`src/rtl/regread_arbiter.sv`:
```
// -----------------------------------------------------------------------------
// regread_arbiter
//
// Arbitrates NREQ requesters onto a single 32-entry register read mux.
// The granted requester's address is driven onto ctrl_read in the issue
// cycle, and the mux data (rd_data) comes back registered one cycle later,
// tagged with a one-hot rsp_valid strobe.
//
// Arbitration is round-robin from a rotating pointer. A granted requester
// that also holds lock takes the bus exclusively for a burst of up to
// MAX_BURST consecutive grants. The burst ends when it drops lock or when
// the burst limit is reached.
//
// Optional build macro:
//   REGREAD_ARB_FIXED_PRIO_EN - when defined, the ARB state grants the
//   lowest-index requester instead of using the round-robin pointer.
//   Locked bursts behave the same in both builds.
//
// Ports:
//   clock         rising-edge clock
//   ctrl_reset_n  asynchronous active-low reset
//   req[NREQ]     per-requester read request, held until granted
//   lock[NREQ]    per-requester burst-lock request, sampled with req
//   addr[5*NREQ]  register address per requester, slice i = [5i+4:5i]
//   gnt[NREQ]     one-hot grant, combinational
//   ctrl_read[5]  read mux select (address of the granted requester, else 0)
//   rd_data[32]   read mux data for ctrl_read, same cycle
//   rsp_valid     one-hot registered response strobe
//   rsp_data[32]  registered read data accompanying rsp_valid
// -----------------------------------------------------------------------------
module regread_arbiter #(
    parameter int NREQ      = 4,
    parameter int MAX_BURST = 8
) (
    input  logic              clock,
    input  logic              ctrl_reset_n,
    input  logic [NREQ-1:0]   req,
    input  logic [NREQ-1:0]   lock,
    input  logic [5*NREQ-1:0] addr,
    output logic [NREQ-1:0]   gnt,
    output logic [4:0]        ctrl_read,
    input  logic [31:0]       rd_data,
    output logic [NREQ-1:0]   rsp_valid,
    output logic [31:0]       rsp_data
);

    localparam int PW = (NREQ > 1) ? $clog2(NREQ) : 1;

    typedef enum logic {ARB, LOCKED} state_t;

    state_t          state, state_nxt;
    logic [PW-1:0]   ptr, ptr_nxt;
    logic [PW-1:0]   owner, owner_nxt;
    logic [3:0]      burst_cnt, burst_cnt_nxt;
    logic [3:0]      cnt_inc;
    logic            gnt_any;
    logic [PW-1:0]   gnt_idx;
    logic [4:0]      addr_arr [NREQ];

    for (genvar g = 0; g < NREQ; g++) begin : g_addr
        assign addr_arr[g] = addr[5*g +: 5];
    end

    function automatic logic [PW-1:0] wrap_inc(input logic [PW-1:0] i);
        if (int'(i) == NREQ - 1) return '0;
        return i + PW'(1);
    endfunction

    // Grant selection
    always_comb begin
        int unsigned j;
        j       = 0;
        gnt_any = 1'b0;
        gnt_idx = '0;
        if (state == LOCKED) begin
            gnt_any = req[owner];
            gnt_idx = owner;
        end else begin
`ifdef REGREAD_ARB_FIXED_PRIO_EN
            // Scan downwards so the lowest requesting index wins last.
            for (int unsigned k = NREQ; k > 0; k--) begin
                if (req[PW'(k - 1)]) begin
                    gnt_any = 1'b1;
                    gnt_idx = PW'(k - 1);
                end
            end
`else
            for (int unsigned k = 0; k < NREQ; k++) begin
                j = int'(ptr) + k;
                if (j >= unsigned'(NREQ)) j = j - unsigned'(NREQ);
                if (!gnt_any && req[PW'(j)]) begin
                    gnt_any = 1'b1;
                    gnt_idx = PW'(j);
                end
            end
`endif
        end
        // Nothing is issued while reset is held.
        if (!ctrl_reset_n) gnt_any = 1'b0;
    end

    always_comb begin
        gnt       = '0;
        ctrl_read = 5'd0;
        if (gnt_any) begin
            gnt       = NREQ'(1) << gnt_idx;
            ctrl_read = addr_arr[gnt_idx];
        end
    end

    // Next-state logic
    always_comb begin
        state_nxt     = state;
        ptr_nxt       = ptr;
        owner_nxt     = owner;
        burst_cnt_nxt = burst_cnt;
        cnt_inc       = burst_cnt + 4'd1;
        if (state == ARB) begin
            if (gnt_any) begin
                ptr_nxt = wrap_inc(gnt_idx);
                // With MAX_BURST == 1 the opening grant is already the whole
                // burst, so there is no LOCKED phase to enter.
                if (lock[gnt_idx] && MAX_BURST > 1) begin
                    state_nxt     = LOCKED;
                    owner_nxt     = gnt_idx;
                    burst_cnt_nxt = 4'd1;
                end
            end
        end else begin
            if (gnt_any) burst_cnt_nxt = cnt_inc;
            // burst_cnt counts grants already issued in the burst. The limit
            // is reached when this cycle's grant brings it to MAX_BURST.
            if (!lock[owner] || (gnt_any && cnt_inc == 4'(MAX_BURST))) begin
                state_nxt     = ARB;
                ptr_nxt       = wrap_inc(owner);
                burst_cnt_nxt = '0;
            end
        end
    end

    always_ff @(posedge clock or negedge ctrl_reset_n) begin
        if (!ctrl_reset_n) begin
            state     <= ARB;
            ptr       <= '0;
            owner     <= '0;
            burst_cnt <= '0;
            rsp_valid <= '0;
            rsp_data  <= '0;
        end else begin
            state     <= state_nxt;
            ptr       <= ptr_nxt;
            owner     <= owner_nxt;
            burst_cnt <= burst_cnt_nxt;
            rsp_valid <= gnt;
            if (gnt_any) rsp_data <= rd_data;
        end
    end

endmodule

```
`config.mk`:
```
export PLATFORM = sky130hd
export DESIGN_NAME = regread_arbiter
export DESIGN_NICKNAME = d
export VERILOG_FILES = /design/src/rtl/regread_arbiter.sv
export SDC_FILE = /design/constraint.sdc
export NUM_CORES = 1
export LEC_CHECK = 0
export BUFFER_PORTS_ARGS = -buffer_cell sky130_fd_sc_hd__buf_2
export CORE_MARGIN = 5
export CORE_UTILIZATION = 51
export DETAILED_ROUTE_END_ITERATION = 6
export PLACE_DENSITY = 0.95
export SLEW_MARGIN = 20
export SYNTH_ARGS = -nofsm -noshare
export SYNTH_HDL_FRONTEND = slang
export SYNTH_SLANG_ARGS = --single-unit
```
`constraint.sdc`:
```
create_clock -name clock -period 6.6 [get_ports clock]
set_input_delay 1.32 -clock clock [delete_from_list [all_inputs] [get_ports clock]]
set_output_delay 1.32 -clock clock [all_outputs]
set_load 0.05 [all_outputs]
```
==> key figures, run 1 <==
STA
  – Fmax: 0.217 GHz
  – Final setup viols: 0
  – Clock skew: 0.0115 ns
  – Fin crit share: 69.9%
  – Final-report hold violation count: 0
  – Hold_ws: 0.471 ns
  – Final TNS setup: 0 ns
  – Crit path time final: 4.61 ns
  – Worst-Margin Slew: 0.704 ns
  – Relative slew slack: 53.1%
  – Final Max Slew Viols: 0
  – RSZ-0062 raised after global routing: no

Worst setup path
  – Worst setup startpoint: req[3]
  – Setup crit start kind: input port
  – Critical path arrival: 3.29 ns
  – Peak per-stage delay on the critical path: 0.61 ns
  – RR Endpoint: burst_cnt[2]
  – Most frequent cell on the critical path: buf_2
  – CP max-delay cell: mux4_1
  – CP required: 5.28 ns
  – Crit end category: output pin
  – Cell count of the worst reg-to-reg path: 7
  – Cell count along the critical path: 7
  – Crit-path max FO: 9
  – R2r setup slk: 3.75 ns
  – Worst setup endpoint: ctrl_read[2]
  – Buf/Inv on CP: 2
  – R2R Path Start: state
  – Critical path class: in2out
  – Critical path, cell by cell: buf_2 -> mux2i_2 -> a21oi_2 -> a32oi_4 -> mux4_1 -> and2_1 -> buf_2
  – Cell family with most CP delay: multiplexers

Floorplanning
  – Die width: 79.5 um
  – Die area: 6320 um^2
  – Die Y: 79.5 um
  – Starting density of the core: 52.5%
  – Core Area: 4690 um^2
  – Row Count: 25
  – Ports: 107

Min path
  – Hold Path Class: reg2reg

Synth
  – Ys Warns: 0
  – Register area share after synthesis: 45.7%
  – Dominant synthesized flop cell: dfrtp_1
  – Post-synth ARST share: 100%
  – Post-synth EDFFs: 0
  – Syn Area/Cell: 9.19 um^2
  – FF+latch count, synth: 45
  – Yosys cell types: 50
  – Cell Area, Synth: 2460 um^2
  – Syn Nets: 336
  – Cells after Synth: 268

Routing
  – Via/cell ratio: 5.32
  – Drt wl/cell: 14.2 um
  – Remaining antenna violation count: 0
  – DR pass1 iterations: 4
  – Residual DRC count: 0
  – Routed wire length: 6080 um
  – Vias after detailed routing: 2273
  – DR iter-0 viols: 163

CTS
  – Post-CTS sizing: 0
  – Clock Pin Slew Worst Setup and Hold Paths: 0.08 ns
  – Number of H-tree levels: 2
  – Clk_lat worst skew: 0.29 ns
  – Cts hold-fix bufs: 0
  – Post-CTS Setup Bufs: 0
  – CTS Root Cell: clkbuf_8
  – Sink Count: 45
  – CTS Buffer Depth: 2
  – CTS buffer count: 5
  – TritonCTS clock tree: built

Pwr
  – LEAKAGE: 1.72 nW
  – Switch share: 51.3%
  – Reg power frac: 29.7%
  – Pwr Density: 492 nW/um^2
  – Combinational Power Share: 57.3%
  – Max IR drop VDD: 244 uV
  – P_sw: 0.000788 W
  – Clk network pwr share: 13.0%
  – Pint: 0.000749 W

Placed design
  – Detailed Place HPWL: 4790 um
  – Final GP Congestion: 0.859
  – Port Buffers: 106
  – Total placed cells including tap cells: 419

Global route
  – Initial antenna violation count: 0
  – Vias in the first global route: 2243
  – Gr ovfl total: 0
  – GRT Total Usage: 19.8%
  – Pin count of the biggest net entering global routing: 51
  – First-pass GRT wire length: 10100 um

Outcome
  – Outcome: finished, final reports clean

Final layout
  – Inserted Diodes: 0
  – Post-route insts no fill: 427
  – Nets: 440
  – P&R area growth vs syn: 26.9%
  – Share of layout cells above drive strength 1: 35.7%

Flow run
  – Total of max-cap violations: 0
layout by cell type, fill, tap and decap left out, drive strengths merged, types with 2 or more instances in the layout:
master	count
a21o	2
a21oi	9
a221oi	2
a311o	2
a31oi	2
and2	12
buf	109
clkbuf	6
clkinv	2
dfrtp	45
ha	6
inv	9
mux2i	4
mux4	7
nand2	108
nand2b	2
nand3	2
nor2	8
nor2b	2
nor3	3
o21ai	7
o311ai	3
or2	2
state kept, by name, indices dropped and copies added, names as in the netlist:
signal,flops
state,1
burst_cnt,4
owner,2
ptr,2
rsp_valid,4
rsp_data,32
power groups by stage:
stage          combinational (W)  clock [W]  sequential (W)
2_1_floorplan           0.000468          0        0.000678
3_3_place_gp            0.000856          0        0.000454
3_5_place_dp            0.000883          0        0.000461
4_1_cts                 0.000886   0.000207        0.000456
5_1_grt                 0.000950   0.000221        0.000473
6_report                0.000880   0.000200        0.000457
cells in the mapped netlist, types with 2 or more instances:
cell type,number,share of area (%)
o311ai_1,2,0.71
mux4_2,6,5.5
inv_1,8,1.2
a311o_1,2,0.81
nand3_1,2,0.41
clkbuf_1,8,1.2
a21oi_1,7,1.4
nor2b_1,2,0.51
nor2_1,8,1.2
a21o_1,2,0.61
dfrtp_1,45,46
a31oi_1,2,0.51
a221oi_1,2,0.71
mux2i_1,3,1.2
ha_1,6,3.0
nand2b_1,2,0.51
nand2_1,108,16
nor3_1,3,0.61
and2_1,12,3.0
o21ai_0,6,1.2
buf_6,3,1.4
worst reg2reg max path, cell delays in order, from the launching register on:
cell      delay [ns]
dfrtp_1         0.79
clkinv_1        0.44
o221a_1         0.56
buf_4           0.34
a21oi_4         0.14
a41oi_2         0.05
o211a_1         0.16
a311o_1         0.27
kinds of logic after synthesis:
| kind of cell | after synthesis | share of synthesized area, % |
|---|---|---|
| fa+ha+maj | 6 | 3.05 |
| simple gates | 145 | 24.9 |
| flops | 45 | 45.7 |
| xor+xnor | 1 | 0.356 |
| mux | 12 | 8.79 |
| buf+inv | 22 | 4.32 |
| compound gates | 37 | 12.8 |
layer usage:
layer / track usage [%] / vias up / share of wire [%]
li1: - / 1107 / -
met1: 23.7 / 1063 / 39
met2: 35.1 / 95 / 52
met3: 4.63 / 8 / 7.7
met4: 6.01 / 0 / 0.87
met5: 0 / - / 0
cell type report:
class	instances	area, um^2
Fill cell	374	1570
Multi-Input combinational cell	201	1230
Sequential cell	45	1130
Timing Repair Buffer	109	553
Clock buffer	6	72.6
Tap cell	54	67.6
Clock inverter	2	38.8
Inverter	10	37.5
metrics by stage:
step	cell area (um^2)	util, %	setup slack, ns	power (W)
after CTS	3130	66.6	1.98	0.00155
final	3130	66.6	1.99	0.00154
after floorplan	2460	-	2.35	0.00115
after global routing	3130	66.6	1.90	0.00164
after global placement	3020	64.3	2.07	0.00131
after detailed placement	3020	64.3	1.98	0.00134
how the worst min path moves through the flow:
stage	from	end	cells after the start
after global placement	rsp_data[2]	rsp_data[2]	2
after floorplan	burst_cnt[3]	burst_cnt[3]	2
after global routing	rsp_data[19]	rsp_data[19]	2
final	rsp_data[2]	rsp_data[2]	2
after detailed placement	rsp_data[2]	rsp_data[2]	2
after CTS	rsp_data[2]	rsp_data[2]	2
Power figures use the tool's default switching activity.
==> run 2, diff against run 1 <==
--- a/config.mk
+++ b/config.mk
@@ -7,9 +7,9 @@
 export LEC_CHECK = 0
 export BUFFER_PORTS_ARGS = -buffer_cell sky130_fd_sc_hd__buf_2
 export CORE_MARGIN = 5
-export CORE_UTILIZATION = 51
+export CORE_UTILIZATION = 48
 export DETAILED_ROUTE_END_ITERATION = 6
-export PLACE_DENSITY = 0.95
+export PLACE_DENSITY = 0.91
 export SLEW_MARGIN = 20
 export SYNTH_ARGS = -nofsm -noshare
 export SYNTH_HDL_FRONTEND = slang
==> constraint.sdc (replaced) <==
create_clock -name clock -period 4.6 [get_ports clock]
set_input_delay 0.92 -clock clock [delete_from_list [all_inputs] [get_ports clock]]
set_output_delay 0.92 -clock clock [all_outputs]
set_load 0.05 [all_outputs]
==> key figures, run 2 (synthesis results as in run 1) <==
Outcome
  – Outcome: finished, final reports clean

STA
  – Final-report hold violation count: 0
  – Final Max Slew Viols: 0
  – Fmax: 0.264 GHz
  – Clock skew: 0.00720 ns
  – Worst-Margin Slew: 0.650 ns
  – Relative slew slack: 56.7%
  – Crit path time final: 3.79 ns
  – Final TNS setup: 0 ns
  – Final setup viols: 0
  – Fin crit share: 82.3%
  – RSZ-0062 raised after global routing: no

Routing
  – Routed wire length: 6010 um
  – Residual DRC count: 0
  – DR pass1 iterations: 4
  – Drt wl/cell: 13.6 um
  – Via/cell ratio: 5.11
  – DR iter-0 viols: 68
  – Vias after detailed routing: 2265
  – Remaining antenna violation count: 0

Worst setup path
  – Cell count along the critical path: 7
  – Critical path, cell by cell: buf_2 -> mux2i_2 -> a21oi_2 -> a32oi_4 -> mux4_1 -> and2_1 -> buf_2
  – Crit-path max FO: 9
  – Setup crit start kind: input port
  – Critical path arrival: 2.87 ns
  – CP max-delay cell: mux4_1
  – CP required: 3.68 ns
  – Cell family with most CP delay: multiplexers
  – Cell count of the worst reg-to-reg path: 7
  – Buf/Inv on CP: 2
  – Most frequent cell on the critical path: buf_2
  – Peak per-stage delay on the critical path: 0.60 ns
  – Critical path class: in2out
  – Crit end category: output pin

Pwr
  – Reg power frac: 29.5%
  – Combinational Power Share: 56.8%
  – Clk network pwr share: 13.7%
  – LEAKAGE: 1.72 nW
  – Pwr Density: 703 nW/um^2
  – Switch share: 50.9%
  – Pint: 0.00109 W
  – P_sw: 0.00113 W
  – Max IR drop VDD: 298 uV

Global route
  – Initial antenna violation count: 0
  – Pin count of the biggest net entering global routing: 51
  – GRT Total Usage: 18.3%
  – Gr ovfl total: 0
  – First-pass GRT wire length: 9670 um
  – Vias in the first global route: 2142

CTS
  – CTS buffer count: 5
  – Cts hold-fix bufs: 0
  – Clock Pin Slew Worst Setup and Hold Paths: 0.08 ns
  – Post-CTS Setup Bufs: 0
  – Sink Count: 45
  – TritonCTS clock tree: built
  – Post-CTS sizing: 0
  – Number of H-tree levels: 2
  – CTS Root Cell: clkbuf_8
  – CTS Buffer Depth: 2
  – Clk_lat worst skew: 0.28 ns

Final layout
  – Most common cell after layout, fill and taps aside: nand2_1
  – Seq. cell area: 1130 um^2
  – P&R area growth vs syn: 27.9%
  – Area of the multi-input gates: 1230 um^2
  – Commonest non-fill, non-tap cells in the layout: nand2_1, buf_2, dfrtp_1
  – Share of layout cells above drive strength 1: 35.7%
  – Reg with most FFs: rsp_data
  – Util after Layout: 62.5%
  – Number of flip-flops in the largest register: 32
  – Inserted Diodes: 0
  – Biggest regs: rsp_data: 32 flops, burst_cnt: 4 flops, rsp_valid: 4 flops
  – Nets: 440
  – Fillers: 432

Flow run
  – Total of max-cap violations: 0

Placed design
  – Port Buffers: 106
  – Detailed Place HPWL: 4660 um
  – Final GP Congestion: 0.876

Floorplanning
  – Core Area: 5040 um^2
  – Die area: 6670 um^2
  – Row Count: 26
  – Ports: 107
  – Starting density of the core: 48.9%
  – Die Y: 81.6 um
  – Die width: 81.6 um

Min path
  – Hold Path Class: reg2reg
  – Hold Path Depth: 2
## run 2: cell types whose count changed in the layout (fill, tap and decap cells not counted), sizes merged
| cell | previous run | this run |
|---|---|---|
| clkinv | 2 | 1 |
| clkbuf | 6 | 7 |
## run 2: area by class of cell
class	count	share of cell area, %
multi-input cells	201	39.1
flip-flops and latches	45	35.7
repair buffers	109	17.5
well taps	70	2.78
clock buffers	7	2.74
inverters	10	1.19
clock inverters	1	0.953
## run 2: per-layer routing
layer,vias up,global-route usage [%],wire (um)
li1,1105,-,-
met1,1087,23.2,2470
met2,69,32.9,3190
met3,4,3.95,318
met4,0,2.82,38
met5,-,0,0
## run 2: power groups by stage
stage | clock network (W) | registers, W | logic (W)
floorplan | 0 | 0.000973 | 0.000672
global placement | 0 | 0.000654 | 0.00123
detailed placement | 0 | 0.000661 | 0.00126
CTS | 0.000313 | 0.000652 | 0.00126
global route | 0.000332 | 0.000673 | 0.00135
finish | 0.000303 | 0.000653 | 0.00126
## run 2: final timing paths
kind / start / slack (ns) / end
max: req[3] / 0.81 / ctrl_read[2]
min: rsp_data[26] / 0.47 / rsp_data[26]
max reg2reg: state / 1.79 / burst_cnt[2]
min reg2reg: rsp_data[26] / 0.47 / rsp_data[26]
max in group asynchronous: ctrl_reset_n / 3.44 / rsp_data[5]
min in group asynchronous: ctrl_reset_n / 0.77 / rsp_data[12]
## run 2: per-stage QoR
stage	worst slack, ns	area (um^2)	power, W	cells	hold slack (ns)
2_1_floorplan	1.15	2460	0.00164	268	0.492
3_3_place_gp	0.884	3040	0.00189	435	0.453
3_5_place_dp	0.830	3040	0.00192	435	0.458
4_1_cts	0.822	3150	0.00223	443	0.479
5_1_grt	0.711	3150	0.00236	443	0.494
6_report	0.812	3150	0.00221	443	0.473
## run 2: worst reg2reg max path: stages, from the launching register on
cell and delay (ns):
dfrtp_1 0.77, clkinv_1 0.44, o221a_1 0.54, buf_4 0.33, a21oi_4 0.14, a41oi_2 0.05
o211a_1 0.17, a311o_1 0.26
